$ cat src/rtl/trace_reader.sv
// Streams a captured 256-sample frame as screen-row beats, reporting the frame min/max.
// Latency: 2 cycles from buf_full to first beat; reads run through a 2-entry skid FIFO.
// Backpressure: reads stall once 2 samples are buffered or in flight; payload holds while m_ready is low.
module trace_reader #(
    parameter int DEPTH  = 256,
    parameter int ADDR_W = 8,
    parameter int DATA_W = 12,
    parameter int Y_W    = 9,
    parameter int SHIFT  = 3,
    parameter int Y_MAX  = 479
) (
    input  logic              clk,
    input  logic              rst,
    input  logic              buf_full,
    output logic              buf_release,
    output logic              rd_en,
    output logic [ADDR_W-1:0] rd_addr,
    input  logic [DATA_W-1:0] rd_data,
    output logic              m_valid,
    input  logic              m_ready,
    output logic [ADDR_W-1:0] m_x,
    output logic [Y_W-1:0]    m_y,
    output logic              m_last,
    output logic              busy,
    output logic [DATA_W-1:0] frame_min,
    output logic [DATA_W-1:0] frame_max
);

    typedef enum logic [1:0] {IDLE, STREAM, RELEASE, HOLD} state_t;

    state_t              state;
    logic                rd_done;
    logic                inflight;
    logic [ADDR_W-1:0]   inflight_tag;
    logic [DATA_W-1:0]   fifo_dat [2];
    logic [ADDR_W-1:0]   fifo_tag [2];
    logic                wr_ptr;
    logic                rd_ptr;
    logic [1:0]          fifo_cnt;
    logic [DATA_W-1:0]   run_min;
    logic [DATA_W-1:0]   run_max;
    logic                pop;
    logic                fifo_push;
    logic                fifo_pop;
    logic [2:0]          pending;
    logic [DATA_W-1:0]   head_dat;
    logic [ADDR_W-1:0]   head_tag;

    function automatic logic [Y_W-1:0] to_row(input logic [DATA_W-1:0] d);
        logic [DATA_W-1:0] s;
        s = d >> SHIFT;
        if (s >= DATA_W'(Y_MAX))
            return '0;
        return Y_W'(Y_MAX) - Y_W'(s);
    endfunction

    // When the FIFO is empty the returning read is presented directly, so a
    // sample is on the output the cycle its data arrives; if it is not taken
    // it is pushed and re-presented unchanged from the FIFO.
    always_comb begin
        head_dat  = rd_data;
        head_tag  = inflight_tag;
        if (fifo_cnt != 2'd0) begin
            head_dat = fifo_dat[rd_ptr];
            head_tag = fifo_tag[rd_ptr];
        end
        m_valid   = (fifo_cnt != 2'd0) || inflight;
        pop       = m_valid && m_ready;
        fifo_push = inflight && !(pop && fifo_cnt == 2'd0);
        fifo_pop  = pop && (fifo_cnt != 2'd0);
        pending   = {1'b0, fifo_cnt} + {2'b0, inflight} - {2'b0, pop};
        rd_en     = (state == STREAM) && !rd_done && (pending < 3'd2);
        m_x       = m_valid ? head_tag : '0;
        m_y       = m_valid ? to_row(head_dat) : '0;
        m_last    = m_valid && (head_tag == ADDR_W'(DEPTH - 1));
    end

    always_ff @(posedge clk) begin
        if (rst) begin
            state       <= IDLE;
            buf_release <= 1'b0;
            busy        <= 1'b0;
            frame_min   <= '0;
            frame_max   <= '0;
        end else begin
            buf_release <= 1'b0;
            case (state)
                IDLE: if (buf_full) begin
                    state <= STREAM;
                    busy  <= 1'b1;
                end
                STREAM: if (pop && m_last) begin
                    state       <= RELEASE;
                    buf_release <= 1'b1;
                end
                RELEASE: begin
                    state     <= HOLD;
                    frame_min <= run_min;
                    frame_max <= run_max;
                end
                HOLD: if (!buf_full) begin
                    state <= IDLE;
                    busy  <= 1'b0;
                end
                default: state <= IDLE;
            endcase
        end
    end

    always_ff @(posedge clk) begin
        if (rst) begin
            rd_addr      <= '0;
            rd_done      <= 1'b0;
            inflight     <= 1'b0;
            inflight_tag <= '0;
            wr_ptr       <= 1'b0;
            rd_ptr       <= 1'b0;
            fifo_cnt     <= 2'd0;
            run_min      <= '1;
            run_max      <= '0;
        end else begin
            inflight <= rd_en;
            if (rd_en) begin
                inflight_tag <= rd_addr;
                if (rd_addr == ADDR_W'(DEPTH - 1))
                    rd_done <= 1'b1;
                else
                    rd_addr <= rd_addr + 1'b1;
            end
            if (fifo_push)
                wr_ptr <= ~wr_ptr;
            if (fifo_pop)
                rd_ptr <= ~rd_ptr;
            fifo_cnt <= fifo_cnt + {1'b0, fifo_push} - {1'b0, fifo_pop};
            if (inflight) begin
                if (rd_data < run_min) run_min <= rd_data;
                if (rd_data > run_max) run_max <= rd_data;
            end
            if (state == IDLE && buf_full) begin
                rd_addr <= '0;
                rd_done <= 1'b0;
                run_min <= '1;
                run_max <= '0;
            end
        end
    end

    always_ff @(posedge clk) begin
        if (fifo_push) begin
            fifo_dat[wr_ptr] <= rd_data;
            fifo_tag[wr_ptr] <= inflight_tag;
        end
    end

endmodule

$ cat config.mk
export PLATFORM = sky130hd
export DESIGN_NAME = trace_reader
export DESIGN_NICKNAME = d
export VERILOG_FILES = /design/src/rtl/trace_reader.sv
export SDC_FILE = /design/constraint.sdc
export NUM_CORES = 1
export LEC_CHECK = 0
export CAP_MARGIN = 25
export CORE_MARGIN = 1.5
export CORE_UTILIZATION = 40
export DETAILED_ROUTE_END_ITERATION = 8
export HOLD_SLACK_MARGIN = 0.15
export MAX_ROUTING_LAYER = met4
export PLACE_DENSITY = 0.65
export SYNTH_ARGS = -nofsm -noshare
export SYNTH_HDL_FRONTEND = slang
export SYNTH_SLANG_ARGS = --single-unit
$ cat constraint.sdc
create_clock -name clk -period 6.6 [get_ports clk]
set_input_delay 1.32 -clock clk [delete_from_list [all_inputs] [get_ports clk]]
set_output_delay 1.32 -clock clk [all_outputs]
set_load 0.02 [all_outputs]
==> results_dict.tcl <==
set metrics [dict create \
    ys_types 55 \
    die_area_um2 14100 \
    avgViaCountPerCell 4.99 \
    min_from "rd_done" \
    critPathMaxFanout 18 \
    synth_mux_area_share_pct 14.3 \
    yosysWarnings 0 \
    post_drt_wl_per_cell_um 14.4 \
    timing.critical_path.from "m_ready" \
    maxCapViolCount 0 \
    clock_latency_ns 0.35 \
    drtIter0Drc 186 \
    dp_hpwl_um 8100 \
    synth.area.top_cells "dfxtp_1, edfxtp_1, mux2i_1" \
    antenna_found_initial 0 \
    use_met1_pct 21.5 \
    grt_usage_pct 17.0 \
    seq_area_frac_synth_pct 47.2 \
    area_delta_synth_final_pct 23.3 \
    cts_setup_buffers 0 \
    met2_usage_pct 26.7 \
    cts_buffers 9 \
    syn_nets 585 \
    hp-class "flop to flop" \
    synth_area_leader_cell "dfxtp_1" \
    synth_area_per_cell_um2 9.99 \
    num_rows 42 \
    core-area_um2 13100 \
    period_minus_slack_ns 5.57 \
    r2r-start "inflight" \
    syn_area_um2 5350 \
    route.detailed.drc 0 \
    rsz0062_at_grt "no" \
    io_buffers 69 \
    cp.arrival_ns 4.25 \
    gp_congestion 0.819 \
    synth_fa_ha_area_share_pct 8.10 \
    clk_pin_slew_ns 0.07 \
    first_global_vias 3800 \
    cts_tree "yes" \
    fin_worst_skew_ns 0.00634 \
    crit_required_ns 5.28 \
    io_pins 70 \
    synth_edf_count 34 \
    finalNetCount 653 \
    grt_max_degree 49 \
    fin_setup_tns_ns 0 \
    synthArstFlopShare_pct 0 \
    synth_common_cells "nor2_1, dfxtp_1, mux2i_1" \
    crit_type "primary input to output port" \
    cts_resized 0 \
    first_pass_iters 5 \
    drive_gt1_share_pct 7.73 \
    final_antenna_net_count 0 \
    num_antenna_cells 0 \
    hold_viol_final 0 \
    root_buffer "clkbuf_16" \
    fmax_mhz 180 \
    overflow 0 \
    synth_compound_area_share_pct 7.79 \
    whs_ns 0.475 \
    timing.slew.headroom_pct 42.3 \
    clock_sinks 109 \
    setup-violations-final 0 \
    synth_top_area_share_pct 28.1 \
    finalMaxSlewViolations 0 \
    fin_crit_sh_pct 84.3 \
    grt_pass1_wl_um 18500 \
    ir_drop_mv 0.167 \
    synth_xor_area_share_pct 1.97 \
    totalWireLength_um 11300 \
    synthSimpleGateAreaFrac_pct 15.7 \
    clock_path_buffers 2 \
    cts_hold_buf 0 \
    worst_pin_slew_ns 0.865 \
    met3_usage_pct 3.04 \
    die_w_um 119 \
    critPathLaunchType "primary input" \
    htree_levels 3 \
    synth.most_common_cell "nor2_1" \
    synth_top_family_by_area "simple AND/OR/NAND/NOR gates" \
    p_per_area_nw_per_um2 335 \
    ys_seq_elements 109 \
    outcome "completed" \
    postSynthCellCount 535 \
    power.leakage_uw 0.00244 \
    start_util_pct 40.7 \
    endpoint_kind "output port" \
    die-height_um 119 \
    busiest_layer "met2" \
    vias 3914 \
    synth-main-ff-cell "dfxtp_1" \
]
final timing paths:
check               endpoint  slack [ns]  cells after the start
hold reg to reg      rd_done        0.48                      2
setup reg to reg  rd_addr[4]        3.39                     11
hold / removal       rd_done        0.48                      2
setup / recovery       rd_en        1.03                     11
registers in the layout, indices dropped and copies added (netlist names), named ones only:
name / count
state: 2
fifo_cnt: 2
fifo_tag: 16
rd_addr: 8
wr_ptr: 1
run_max: 12
frame_max: 12
fifo_dat: 18
busy: 1
inflight: 1
rd_done: 1
inflight_tag: 8
rd_ptr: 1
buf_release: 1
run_min: 12
frame_min: 12
area by class of cell:
cell class / instances / area, um2
fill: 1177 / 6550
multi-input combinational: 365 / 2560
sequential: 109 / 2520
timing repair buffer: 80 / 817
clock buffer: 10 / 239
tap: 176 / 220
inverter: 38 / 143
clock inverter: 6 / 92.6
report_power, final:
part	switching [uW]	internal, uW
combinational	427	351
clock	246	346
sequential	71.8	768
total	745	1460
through the flow:
step           worst slack [ns]  instances  instance area, um2  util (%)  power (uW)
2_1_floorplan              2.26        535                5350         -        1370
3_3_place_gp               1.17        765                6190      47.1        1580
3_5_place_dp               1.04        765                6190      47.1        1610
4_1_cts                    1.04        781                6520      49.7        2200
5_1_grt                   0.843        784                6590      50.2        2330
6_report                   1.03        784                6590      50.2        2210
cell usage in the layout (no fill, tap or decap), types with 2 or more instances in the layout:
cell type and count:
buf_4 8, buf_16 2, clkbuf_16 9, a21o_1 4, mux2i_2 2, nor2b_1 6, nand4_1 7, clkinvlp_4 2
o211ai_1 4, bufinv_16 2, mux2_2 9, o21a_1 2, nor4_1 2, and2_1 2, xnor2_1 11, a21oi_1 26
nor2_1 80, o21ai_0 8, nand3_1 4, inv_1 36, ha_1 33, nand2_1 59, nand2b_1 2, nor3_1 6
a211oi_2 2, mux2i_1 62, nand4b_1 2, dfxtp_1 75, inv_6 2, and4b_1 2, or3_1 2, clkdlybuf4s50_1 69
a211oi_1 6, a31oi_1 2, edfxtp_1 34
critical path, stage by stage:
cell	delay, ns
clkdlybuf4s50_1	0.44
o31ai_1	0.19
inv_1	0.10
ha_1	0.28
nand2b_1	0.16
fa_1	0.40
xnor2_1	0.14
nand4b_1	0.12
buf_4	0.23
clkinv_1	0.26
clkdlybuf4s50_1	0.61
logic make-up (layout without fill, tap and decap cells):
logic type / Yosys count / in the layout
AND/OR/NAND/NOR: 182 / 182
flip-flops: 109 / 109
multiplexers: 74 / 74
AO/OA/AOI/OAI: 63 / 63
buffers and inverters: 61 / 134
adder cells (fa/ha/maj): 34 / 34
XOR/XNOR: 12 / 12
layer usage:
layer  up-vias  share of wire (%)
li1       1982                  -
met1      1826                 47
met2        87                 46
met3        19                4.7
met4         0                1.9
met5         -                  0
(Power assumes the default switching activity.)
